<file path="src/rtl/spi_master_port.sv">
// rtl/spi_master_port.sv - byte-wide mode-0 SPI master fed by the core's IO write strobe
// Optional: define SPI_LOOPBACK_EN to add loopback_i (rx samples mosi instead of miso).
module spi_master_port #(
    parameter int CLK_DIV   = 4,
    parameter int DATA_BITS = 8
) (
    input  logic                 clk_i,
    input  logic                 reset_i,
    input  logic                 wr_i,
    input  logic [2:0]           dev_i,
    input  logic [DATA_BITS-1:0] data_i,
    output logic                 busy_o,
    output logic                 done_o,
    output logic [DATA_BITS-1:0] rx_data_o,
    output logic                 spi_clk,
    output logic                 mosi,
    input  logic                 miso,
`ifdef SPI_LOOPBACK_EN
    input  logic                 loopback_i,
`endif
    output logic [2:0]           spi_addr
);

    localparam int            MSB       = DATA_BITS - 1;
    localparam int            EDGE_W    = $clog2(2 * DATA_BITS);
    localparam logic [EDGE_W-1:0] EDGE_LAST = EDGE_W'(2 * DATA_BITS - 1);
    localparam logic [7:0]    DIV_LAST  = 8'(CLK_DIV - 1);

    typedef enum logic [2:0] {
        IDLE,
        SETUP,
        XFER,
        HOLD,
        DONE
    } state_t;

    state_t               state;
    logic [7:0]           divider;
    logic [EDGE_W-1:0]    edge_cnt;
    logic [DATA_BITS-1:0] tx_shift;
    logic [DATA_BITS-1:0] rx_shift;
    logic                 tick;
    logic                 rx_bit;

    assign tick = (divider == DIV_LAST);

`ifdef SPI_LOOPBACK_EN
    assign rx_bit = loopback_i ? mosi : miso;
`else
    assign rx_bit = miso;
`endif

    always_ff @(posedge clk_i) begin
        if (reset_i) begin
            state     <= IDLE;
            divider   <= 8'd0;
            edge_cnt  <= '0;
            tx_shift  <= '0;
            rx_shift  <= '0;
            busy_o    <= 1'b0;
            done_o    <= 1'b0;
            rx_data_o <= '0;
            spi_clk   <= 1'b0;
            mosi      <= 1'b0;
            spi_addr  <= 3'b000;
        end else begin
            done_o <= 1'b0;
            case (state)
                IDLE: begin
                    divider <= 8'd0;
                    if (wr_i && dev_i != 3'b000) begin
                        tx_shift <= data_i;
                        spi_addr <= dev_i;
                        mosi     <= data_i[MSB];
                        busy_o   <= 1'b1;
                        edge_cnt <= '0;
                        state    <= SETUP;
                    end
                end
                SETUP: begin
                    divider <= tick ? 8'd0 : divider + 8'd1;
                    if (tick) begin
                        spi_clk  <= 1'b1;
                        rx_shift <= {rx_shift[MSB-1:0], rx_bit};
                        state    <= XFER;
                    end
                end
                XFER: begin
                    divider <= tick ? 8'd0 : divider + 8'd1;
                    if (tick) begin
                        edge_cnt <= edge_cnt + 1'b1;
                        // Last half-period keeps spi_clk low after the 8th falling edge.
                        if (edge_cnt == EDGE_LAST) begin
                            state <= HOLD;
                        end else if (spi_clk) begin
                            spi_clk  <= 1'b0;
                            tx_shift <= tx_shift << 1;
                            mosi     <= tx_shift[MSB-1];
                        end else begin
                            spi_clk  <= 1'b1;
                            rx_shift <= {rx_shift[MSB-1:0], rx_bit};
                        end
                    end
                end
                HOLD: begin
                    divider <= tick ? 8'd0 : divider + 8'd1;
                    // Outputs are registered, so the DONE-cycle values are loaded here.
                    if (tick) begin
                        state     <= DONE;
                        done_o    <= 1'b1;
                        busy_o    <= 1'b0;
                        spi_addr  <= 3'b000;
                        mosi      <= 1'b0;
                        rx_data_o <= rx_shift;
                    end
                end
                DONE: begin
                    divider <= 8'd0;
                    state   <= IDLE;
                end
                default: begin
                    divider <= 8'd0;
                    state   <= IDLE;
                end
            endcase
        end
    end

endmodule
</file>
<file path="config.mk">
export PLATFORM = sky130hd
export DESIGN_NAME = spi_master_port
export DESIGN_NICKNAME = d
export VERILOG_FILES = /design/src/rtl/spi_master_port.sv
export SDC_FILE = /design/constraint.sdc
export NUM_CORES = 1
export LEC_CHECK = 0
export ABC_AREA = 1
export CORE_MARGIN = 2
export CORE_UTILIZATION = 25
export CTS_CLUSTER_DIAMETER = 80
export DETAILED_ROUTE_END_ITERATION = 10
export PLACE_DENSITY = 0.46
export SYNTH_ARGS = -nofsm -noshare
export SYNTH_HDL_FRONTEND = slang
export SYNTH_SLANG_ARGS = --single-unit
</file>
<file path="constraint.sdc">
create_clock -name clk_i -period 2.6 [get_ports clk_i]
set_input_delay 0.39 -clock clk_i [delete_from_list [all_inputs] [get_ports clk_i]]
set_output_delay 0.39 -clock clk_i [all_outputs]
set_load 0.02 [all_outputs]
</file>
After elaboration in Yosys (flattened, before gate mapping) --
Cells that the tools add are included.
Word-level totals: flip-flop bits (word level) 45, latch bits 0, RAM bits 0, ROM bits 0, output and inout port bits 15, word-level logic and storage cells 82, memories kept 0
Cells by class: $add $sub $neg 2, multipliers 0, div/mod/pow operators 0, order comparisons 0, equality and inequality tests 13, shifts and indexed selects 0, multiplexer cells 36, bitwise operators 2, reduce and logical (&&, ||, !) cells 18
Operators by type and width (number):
- $mux 8 | 4
- $mux 7 | 4
- $mux 3 | 7
- $ne 2x2->1 const B | 8
- $pmux 8 s2 | 1
- $reduce_and 5->1 | 3
- $pmux 7 s2 | 1
- $pmux 3 s4 | 1
- $mux 1 | 11
- $add 8x1->8 const B | 1
- $eq 8x2->1 const B | 1
- $mux 4 | 2
- $pmux 4 s2 | 1
- $eq 3x2->1 const B | 2
- $pmux 3 s2 | 1
- $reduce_and 3->1 | 2
- $reduce_and 6->1 | 1
- $reduce_bool 2->1 | 3
- $reduce_bool 3->1 | 2
- $reduce_or 3->1 | 2
- $add 4x1->4 const B | 1
- $eq 4x4->1 const B | 1
- $pmux 1 s2 | 2
- $reduce_and 4->1 | 1
- other kinds (7) | 8

Longest topological paths before layout --
depth after elaboration 4, gate-level depth with buffers 10

Worst setup path before layout --
OpenSTA, ideal clock, no wires.
kind register to register, start register divider[0], end register rx_data_o[7], library setup time 0.116 ns, arrival time 1.272 ns, required time 2.484 ns, path slack 1.213 ns, cell stages (with the launch flop) 8, cells stage by stage dfxtp_1 -> ha_1 -> nand2_2 -> nor2_4 -> nand2_1 -> buf_2 -> o21ai_0 -> nor2_1
Between the ends: word-level cells in the longest chain between the ends 2
Ends and longest elaborated chain:
- from (decl) | line 38 | logic [7:0] divider;
- from (signal assigned) | line 81 | divider <= tick ? 8'd0 : divider + 8'd1;
- from (signal assigned) | line 89 | divider <= tick ? 8'd0 : divider + 8'd1;
- from (signal assigned) | line 106 | divider <= tick ? 8'd0 : divider + 8'd1;
- $eq 8x2->1 | line 45 | assign tick = (divider == DIV_LAST);
- $reduce_and 2->1 (no line)
- to (signal assigned) | line 114 | rx_data_o <= rx_shift;
- to (decl) | line 14 | output logic [DATA_BITS-1:0] rx_data_o,
No other way between the ends. A chain may end at the register's enable or synchronous reset.

Final worst setup path --
start register spi_clk, end output port spi_clk
RTL lines:
- from (decl) | line 15 | output logic spi_clk,
- from (signal assigned) | line 63 | spi_clk <= 1'b0;
- from (signal assigned) | line 83 | spi_clk <= 1'b1;
- from (signal assigned) | line 96 | spi_clk <= 1'b0;
No word-level cell between the ends.

==> results.toml <==
[floorplan]
fp.coreArea_sq_um = 8090
ioPinCount = 30
initial_core_util = 0.254
rows = 33
dieArea_sq_um = 8980
die_h_microns = 94.8
fp.dieW_microns = 94.8

[yosys]
syn_area_sq_um = 2060
syn_inst = 287
synth_seq_cells = 45
synth_warnings = 0
syn_area_per_cell_sq_um = 7.18
ys_seq_area_frac = 0.437
synth.top_cells.by_area = "dfxtp_1, nand2_1, nor2_1"
yosysTopAreaCellShare = 0.437
syn_nets = 304
ys_types = 27
synth_top_cell_by_area = "dfxtp_1"

[setup_path]
path_buf_inv = 1
required_ns = 2.21
endpoint_kind = "output port"
crit_family = "buffers and inverters"
startpoint_type = "flop"
cp_slowest_cell = "clkdlybuf4s50_1"
path_class = "flop to output port"
path_max_fanout = 3
slowest_delay_ns = 0.64
worst_ep_arrival_time_ns = 1.37
startpoint = "spi_clk$_SDFFE_PP0P_"
r2r-end = "rx_data_o[1]$_SDFFE_PP0P_"
crit_chain = "clkdlybuf4s50_1"
r2r_slack_ns = 0.85
worstReg2RegStart = "divider[0]$_SDFF_PP0_"
r2r_cells = 7

[placed_design]
dpl.cell_count = 415
dpl.hpwl_microns = 3360
io_buffer_count = 29
gp_congestion = 0.747

[cts]
cts_tree = "built"
postCtsSetupRepairBufs = 0
cts.sinks = 45
cts-htree-levels = 2
cts_buffers = 5
post_cts_resized = 0
max-clock-path-buffers = 2
clkLatencyLatePin_ns = 0.30
cts_root_buffer = "clkbuf_8"
clkTransAtPathRegs_ns = 0.09
holdBufCountCts = 0

[global_route]
grtUsageTotal = 0.112
overflow = 0
grt_pass1_wl_microns = 7840
grt_max_degree = 21
grt_pass1_vias = 1732
antenna_found_initial = 0

[final_layout]
final_cells = 423
nets = 334
antenna_cells = 0
layout_common_cells = "nand2_1, nor2_1, dfxtp_1"
final_common_cell = "nand2_1"
ff_latch_area_sq_um = 901
fill_cells = 907
syn_to_final_growth_pct = 24.2
multi_input_area_sq_um = 1010
drive_gt1_frac = 0.0912

[routing]
drc = 0
drt_first_pass_iters = 4
drt-initial-drc-count = 32
via_per_inst = 4.31
detail-route-antenna-nets = 0
vias = 1823
wl_microns = 4620
wl_per_cell_microns = 10.9

[hold_path]
hold_depth = 2
min_from = "rx_shift[7]$_SDFFE_PP0P_"
hold_path_class = "flop to flop"
hold_end = "rx_shift[7]$_SDFFE_PP0P_"

[status]
status = "finished, final reports clean"

[sta]
slew_violations = 0
layout_min_cycle_time_ns = 1.76
grt_setup_unrepaired = "false"
skew_ns = 0.0123
tightest_slew_ns = 0.659
setup_tns_ns = 0
relSlewSlack = 0.560
fmax_ghz = 0.569
timing.final.crit_share = 0.676
finalSetupViolCount = 0
hold_violations = 0

[power]
p_comb_frac = 0.353
pwr-share-clk = 0.249
switching_share = 0.378
power_density_nw_per_um2 = 835
p_leak_nw = 0.984
p_sw_mw = 0.808
p_int_mw = 1.33
ir_drop_mv = 0.215
p_seq_frac = 0.397

[run]
cap_viol_max_count = 0
==> worst max path at each step <==
stage | end | slack (ns) | cells past startpoint
floorplan | rx_data_o[7]$_SDFFE_PP0P_ | 1.21 | 7
global placement | edge_cnt[1]$_SDFFE_PP0P_ | 0.68 | 10
detailed placement | edge_cnt[1]$_SDFFE_PP0P_ | 0.66 | 10
CTS | rx_data_o[1]$_SDFFE_PP0P_ | 0.79 | 7
global route | rx_data_o[7]$_SDFFE_PP0P_ | 0.62 | 7
finish | spi_clk | 0.84 | 1
==> cells in the mapped netlist (all sizes together) <==
master	n
a21oi	21
a31oi	1
buf	5
clkbuf	3
dfxtp	45
ha	2
inv	27
nand2	73
nand3	11
nand4	11
nor2	59
nor3	2
nor3b	2
o2111ai	1
o21ai	22
xor2	2
==> layout make-up <==
| type | count | area share |
|---|---|---|
| Clock inverter | 2 | 0.0152 |
| Multi-Input combinational cell | 207 | 0.394 |
| Sequential cell | 45 | 0.352 |
| Inverter | 27 | 0.0396 |
| Timing Repair Buffer | 31 | 0.119 |
| Clock buffer | 6 | 0.0284 |
| Tap cell | 105 | 0.0514 |
==> cells by family after synthesis <==
family                   after synthesis  share of synthesized area
XOR/XNOR                               2                    0.00851
buffers and inverters                 35                     0.0735
AND/OR/NAND/NOR                      158                      0.346
adder cells (fa/ha/maj)                2                     0.0121
AO/OA/AOI/OAI                         45                      0.123
flip-flops                            45                      0.437
==> power groups by stage <==
stage	registers (mW)	clock network, mW	logic (mW)
floorplan	0.874	0	0.583
global placement	0.867	0	0.763
detailed placement	0.865	0	0.765
CTS	0.849	0.551	0.768
global route	0.860	0.579	0.865
finish	0.849	0.533	0.754
==> sequential cells by signal, summed over array words and instances, names as in the netlist <==
signal     cells
rx_data_o      8
done_o         1
rx_shift       8
divider        8
tx_shift       7
edge_cnt       4
mosi           1
state          3
spi_addr       3
busy_o         1
spi_clk        1
==> layer usage <==
metal | track usage | wire, microns
met5 | 0 | 0
met1 | 0.146 | 2340
met4 | 0.0362 | 67
met3 | 0.0279 | 144
met2 | 0.180 | 2070
==> through the flow <==
stage | setup WS [ns] | utilization | area [sq um] | power [mW] | hold slack, ns
floorplan | 1.21 | - | 2060 | 1.46 | 0.438
global placement | 0.679 | 0.302 | 2450 | 1.63 | 0.448
detailed placement | 0.663 | 0.302 | 2450 | 1.63 | 0.451
CTS | 0.790 | 0.316 | 2560 | 2.17 | 0.465
global route | 0.623 | 0.316 | 2560 | 2.30 | 0.499
finish | 0.844 | 0.316 | 2560 | 2.14 | 0.462
No activity file was read; power rests on OpenSTA's default activity.
